[src/rtl/load_store_unit_pkg.sv]
`default_nettype none
// ============================================================================
// Module   : load_store_unit_pkg
// Brief    : Shared op codes, FSM encoding and memory size for the LSU.
// Revision : 1.0
// ============================================================================
package load_store_unit_pkg;

  localparam int c_MEM_BYTES = 128;

  typedef enum logic [2:0] {
    OP_LW  = 3'd0,
    OP_LH  = 3'd1,
    OP_LHU = 3'd2,
    OP_LB  = 3'd3,
    OP_LBU = 3'd4,
    OP_SW  = 3'd5,
    OP_SH  = 3'd6,
    OP_SB  = 3'd7
  } op_e;

  typedef enum logic [1:0] {
    ST_IDLE   = 2'd0,
    ST_ACCESS = 2'd1,
    ST_MERGE  = 2'd2,
    ST_DONE   = 2'd3
  } state_e;

  function automatic logic is_load(input op_e op);
    return (op < OP_SW);
  endfunction

endpackage
`default_nettype wire

[src/rtl/load_store_unit_lane.sv]
`default_nettype none
// ============================================================================
// Module   : lsu_lane
// Brief    : Little-endian lane extract/extend for loads, lane merge for stores.
// Revision : 1.0
// ============================================================================
module lsu_lane
  import load_store_unit_pkg::*;
(
  input  logic [31:0] i_word,
  input  logic [1:0]  i_off,
  input  op_e         i_op,
  input  logic [15:0] i_wdata,
  output logic [31:0] o_load,
  output logic [31:0] o_merged
);

  logic [7:0]  w_byte;
  logic [15:0] w_half;

  always_comb begin
    w_byte = i_word[7:0];
    case (i_off)
      2'd0: w_byte = i_word[7:0];
      2'd1: w_byte = i_word[15:8];
      2'd2: w_byte = i_word[23:16];
      2'd3: w_byte = i_word[31:24];
      default: w_byte = i_word[7:0];
    endcase
    w_half = i_off[1] ? i_word[31:16] : i_word[15:0];
  end

  always_comb begin
    o_load = i_word;
    case (i_op)
      OP_LB:   o_load = {{24{w_byte[7]}}, w_byte};
      OP_LBU:  o_load = {24'd0, w_byte};
      OP_LH:   o_load = {{16{w_half[15]}}, w_half};
      OP_LHU:  o_load = {16'd0, w_half};
      default: o_load = i_word;
    endcase
  end

  always_comb begin
    o_merged = i_word;
    if (i_op == OP_SB) begin
      case (i_off)
        2'd0: o_merged[7:0]   = i_wdata[7:0];
        2'd1: o_merged[15:8]  = i_wdata[7:0];
        2'd2: o_merged[23:16] = i_wdata[7:0];
        2'd3: o_merged[31:24] = i_wdata[7:0];
        default: o_merged = i_word;
      endcase
    end else if (i_op == OP_SH) begin
      if (i_off[1]) o_merged[31:16] = i_wdata;
      else          o_merged[15:0]  = i_wdata;
    end
  end

endmodule
`default_nettype wire

[src/rtl/load_store_unit.sv]
`default_nettype none
// ============================================================================
// Module   : load_store_unit
// Brief    : Memory-stage controller: sub-word loads, RMW sub-word stores.
// Revision : 1.0
// ============================================================================
module load_store_unit
  import load_store_unit_pkg::*;
#(
  parameter int MEM_BYTES = c_MEM_BYTES,
  parameter int ADDR_W    = 32
) (
  input  logic              CLK,
  input  logic              RST,
  input  logic              req_valid,
  input  logic [2:0]        req_op,
  input  logic [ADDR_W-1:0] req_addr,
  input  logic [31:0]       req_wdata,
  output logic              busy,
  output logic              resp_valid,
  output logic [31:0]       resp_rdata,
  output logic              misaligned,
  output logic              out_of_range,
  output logic [ADDR_W-1:0] mem_addr,
  output logic [31:0]       mem_storeW,
  output logic              mem_store,
  input  logic [31:0]       mem_out
);

  state_e            r_state, w_next;
  op_e               r_op, w_req_op;
  logic [ADDR_W-1:0] r_addr;
  logic [31:0]       r_wdata, r_old, r_rdata;
  logic              r_mis, r_oor;
  logic              w_mis, w_oor, w_fault, w_store, w_subword_st;
  logic [31:0]       w_word, w_load, w_merged;

  assign w_req_op = op_e'(req_op);

  always_comb begin
    w_mis = 1'b0;
    case (w_req_op)
      OP_LW, OP_SW:         w_mis = (req_addr[1:0] != 2'b00);
      OP_LH, OP_LHU, OP_SH: w_mis = req_addr[0];
      default:              w_mis = 1'b0;
    endcase
  end

  assign w_oor        = (req_addr >= ADDR_W'(MEM_BYTES));
  assign w_fault      = r_mis | r_oor;
  assign w_subword_st = (r_op == OP_SB) || (r_op == OP_SH);

  // The merge works on the word captured in ACCESS, never a fresh read.
  assign w_word = (r_state == ST_MERGE) ? r_old : mem_out;

  lsu_lane u_lane (
    .i_word   (w_word),
    .i_off    (r_addr[1:0]),
    .i_op     (r_op),
    .i_wdata  (r_wdata[15:0]),
    .o_load   (w_load),
    .o_merged (w_merged)
  );

  always_comb begin
    w_next     = r_state;
    mem_addr   = '0;
    mem_storeW = '0;
    w_store    = 1'b0;
    case (r_state)
      ST_IDLE: if (req_valid) w_next = ST_ACCESS;
      ST_ACCESS: begin
        mem_addr = {r_addr[ADDR_W-1:2], 2'b00};
        w_next   = ST_DONE;
        if (!w_fault) begin
          if (r_op == OP_SW) begin
            w_store    = 1'b1;
            mem_storeW = r_wdata;
          end else if (w_subword_st) begin
            w_next = ST_MERGE;
          end
        end
      end
      ST_MERGE: begin
        mem_addr   = {r_addr[ADDR_W-1:2], 2'b00};
        mem_storeW = w_merged;
        w_store    = 1'b1;
        w_next     = ST_DONE;
      end
      ST_DONE: w_next = ST_IDLE;
      default: w_next = ST_IDLE;
    endcase
  end

  // Reset kills a store in the same cycle, so an interrupted RMW never lands.
  assign mem_store = w_store & ~RST;

  always_ff @(posedge CLK) begin
    if (RST) begin
      r_state <= ST_IDLE;
      r_op    <= OP_LW;
      r_addr  <= '0;
      r_wdata <= '0;
      r_old   <= '0;
      r_rdata <= '0;
      r_mis   <= 1'b0;
      r_oor   <= 1'b0;
    end else begin
      r_state <= w_next;
      if (r_state == ST_IDLE && req_valid) begin
        r_op    <= w_req_op;
        r_addr  <= req_addr;
        r_wdata <= req_wdata;
        r_mis   <= w_mis;
        r_oor   <= w_oor;
      end
      if (r_state == ST_ACCESS) begin
        if (w_fault || !is_load(r_op)) r_rdata <= '0;
        else                           r_rdata <= w_load;
        if (!w_fault && w_subword_st)  r_old   <= mem_out;
      end
    end
  end

  assign busy         = (r_state != ST_IDLE);
  assign resp_valid   = (r_state == ST_DONE);
  assign resp_rdata   = r_rdata;
  assign misaligned   = resp_valid & r_mis;
  assign out_of_range = resp_valid & r_oor;

endmodule
`default_nettype wire

[config.mk]
export PLATFORM = sky130hd
export DESIGN_NAME = load_store_unit
export DESIGN_NICKNAME = d
export VERILOG_FILES = /design/src/rtl/load_store_unit_pkg.sv /design/src/rtl/load_store_unit_lane.sv /design/src/rtl/load_store_unit.sv
export SDC_FILE = /design/constraint.sdc
export NUM_CORES = 1
export LEC_CHECK = 0
export ABC_AREA = 1
export ABC_CLOCK_PERIOD_IN_PS = 2300
export CAP_MARGIN = 15
export CORE_MARGIN = 1.5
export CORE_UTILIZATION = 45
export DETAILED_ROUTE_END_ITERATION = 10
export PLACE_DENSITY = 0.85
export SKIP_CTS_REPAIR_TIMING = 1
export SLEW_MARGIN = 20
export SYNTH_ARGS = -nofsm -noshare
export SYNTH_HDL_FRONTEND = slang
export SYNTH_SLANG_ARGS = --single-unit
[constraint.sdc]
create_clock -name CLK -period 2.3 [get_ports CLK]
set_input_delay 0.575 -clock CLK [delete_from_list [all_inputs] [get_ports CLK]]
set_output_delay 0.575 -clock CLK [all_outputs]
set_load 0.02 [all_outputs]
==> flow_metrics.env <==
export IMPL_status="finished with violations"
export IMPL_violations="setup timing"
export IMPL_rows=48
export IMPL_cp_required_ns=1.73
export IMPL_grt_pass1_wl_mm=44.2
export IMPL_crit_path_cell_trace="inv_2 -> buf_6 -> nand3_4 -> nor4_4 -> buf_4 -> buf_12 -> clkbuf_16 -> nand2_1 -> a21oi_2 -> clkbuf_2"
export IMPL_setup_violations=63
export IMPL_grt_pass1_vias=8527
export IMPL_clock_sinks=135
export IMPL_ys_types=33
export IMPL_diodes=0
export IMPL_fill_cells=1296
export IMPL_synth_area_leader_cell="dfxtp_1"
export IMPL_clock_skew_ns=0.0138
export IMPL_critical_path_class="flop to output pin"
export IMPL_core_sq_um=17100
export IMPL_met3WireLength_mm=2.90
export IMPL_yosysSeqAreaShare=0.345
export IMPL_dieWidth_um=135
export IMPL_crit_slowest_cell="dfxtp_4"
export IMPL_clk_latency_ns=0.43
export IMPL_area_growth_pct=61.2
export IMPL_drt_total_wl_mm=32.1
export IMPL_maxCapViolations=0
export IMPL_cp_max_fo=8
export IMPL_cts_buffer_depth=2
export IMPL_io_pins=203
export IMPL_antenna_found_initial=0
export IMPL_slew_viol_final=0
export IMPL_finalCriticalPeriod_ns=2.83
export IMPL_place_area_sq_um=10900
export IMPL_post_place_cells=1730
export IMPL_clk_pin_slew_ns=0.06
export IMPL_max_slew_margin=0.623
export IMPL_ys_seq_elements=135
export IMPL_final_cell_area_sq_um=12600
export IMPL_worst_pin_slew_ns=0.565
export IMPL_start_util=0.457
export IMPL_cts_root_buf="clkbuf_16"
export IMPL_fin_crit_sh=1.23
export IMPL_hold_viol_final=0
export IMPL_timing_fmax_mhz=353
export IMPL_final_cell_mix="nand2_1 (273), o21ai_0 (148), clkdlybuf4s50_1 (133)"
export IMPL_instances_no_fill=1801
export IMPL_io_buffers=200
export IMPL_cts_buffers=17
export IMPL_grt_max_degree=78
export IMPL_grtUsageTotal=0.311
export IMPL_cellPowerDensity_nw_per_um2=1180
export IMPL_yosysWarnings=0
export IMPL_num_vias=9981
export IMPL_nets=1671
export IMPL_fp_dieH_um=135
export IMPL_p_leak_nw=5.66
export IMPL_hp_class="flop to flop"
export IMPL_tns_ns=-19.11
export IMPL_ant_nets=0
export IMPL_overflow=0
export IMPL_layout_commonest_cell="nand2_1"
export IMPL_wl_met2_mm=15.5
export IMPL_tritoncts="done"
export IMPL_synthCells=1283
export IMPL_dp_slack_ns=-0.827
export IMPL_top_layer_used="met4"
export IMPL_netlist_area_sq_um=7820
export IMPL_drt_initial_drc_count=850
export IMPL_rsz0062_at_grt="yes"
export IMPL_place_gp_congestion=0.980
export IMPL_synth_top_area_frac=0.345
export IMPL_wl_met1_mm=12.0
export IMPL_vdd_drop_max_mv=1.17
export IMPL_cpPeakStageDelay_ns=0.36
export IMPL_h_tree_depth=4
export IMPL_endpoint_kind="output pin"
export IMPL_viasPerCell=5.54
export IMPL_startpoint_type="flop"
export IMPL_syn_area_per_cell_sq_um=6.10
export IMPL_fin_ws_ns=-0.529
export IMPL_arrival_ns=2.25
export IMPL_drt_pre_antenna_iters=6
export IMPL_detail_route_wl_per_cell_um=17.8
export IMPL_synth_area_leaders="dfxtp_1 (35%), nand2_1 (16%), o21ai_0 (10%)"
export IMPL_hpwl_mm=21.3
export IMPL_drcViolationCount=0
export IMPL_dieArea_sq_um=18200
export IMPL_power_mw=14.9
export IMPL_layout_drive_gt1_share=0.279
==> final timing paths <==
| kind | endpoint | cells past startpoint | startpoint | slack (ns) |
|---|---|---|---|---|
| worst max-delay path | mem_storeW[17] | 10 | r_op[1] | -0.53 |
| worst min register to register | r_old[27] | 2 | r_old[27] | 0.45 |
| worst min-delay path | r_old[27] | 2 | r_old[27] | 0.45 |
| worst max register to register | resp_rdata[29] | 15 | r_state[0] | 0.20 |
==> cell type report <==
| class | instances | area (sq um) | area share |
|---|---|---|---|
| Clock inverter | 11 | 149 | 0.0118 |
| Multi-Input combinational cell | 905 | 4830 | 0.383 |
| Clock buffer | 20 | 467 | 0.0370 |
| Tap cell | 225 | 282 | 0.0223 |
| Inverter | 157 | 607 | 0.0481 |
| Sequential cell | 135 | 2720 | 0.215 |
| Timing Repair inverter | 2 | 20.0 | 0.00159 |
| Timing Repair Buffer | 346 | 3540 | 0.281 |
==> kinds of logic after synthesis <==
kind of cell	Yosys count	synth area share
flops	135	0.345
simple gates	543	0.280
other cells	1	0.000479
compound gates	355	0.243
buf+inv	244	0.123
fa+ha+maj	5	0.00800
==> registers in the layout (all words and copies together), names as in the netlist <==
| signal | flops |
|---|---|
| r_addr | 32 |
| r_mis | 1 |
| r_old | 32 |
| r_oor | 1 |
| r_op | 3 |
| r_state | 2 |
| r_wdata | 32 |
| resp_rdata | 32 |
==> report_power, final <==
group          internal, mW  switching (mW)  total, mW  leakage, nW
combinational          3.74            4.98       8.71         4.26
sequential             2.86           0.437       3.30         1.11
clock                  1.78            1.08       2.87        0.294
==> critical path: cells and delay by family, from the launching register on <==
| family | cells | cell delay [ns] |
|---|---|---|
| buffers and inverters | 6 | 0.84 |
| and+or+nand+nor | 3 | 0.47 |
| DFF | 1 | 0.36 |
| AOI/OAI and AO/OA | 1 | 0.15 |
==> per-stage QoR <==
step / utilization / hold WS [ns]
global route: 0.737 / 0.473
floorplan: - / 0.424
global placement: 0.638 / 0.431
detailed placement: 0.638 / 0.440
finish: 0.737 / 0.448
CTS: 0.674 / 0.449
==> Yosys cell counts, drive strengths merged <==
master  instances
a21oi         136
nor2          125
ha              5
inv           156
clkbuf         64
nand4           1
dfxtp         135
o22ai           1
clkinv          1
a41oi           1
nand2         342
nand3b          2
o21ai         171
o211ai         46
nor3            3
nor4            3
buf            23
conb            1
nand3          67
==> per-layer routing <==
metal  vias up  track usage
met2       552        0.512
met3       110       0.0755
li1       4696            -
met1      4623        0.382
met5         -            0
met4         0        0.149
(Power assumes the default switching activity.)
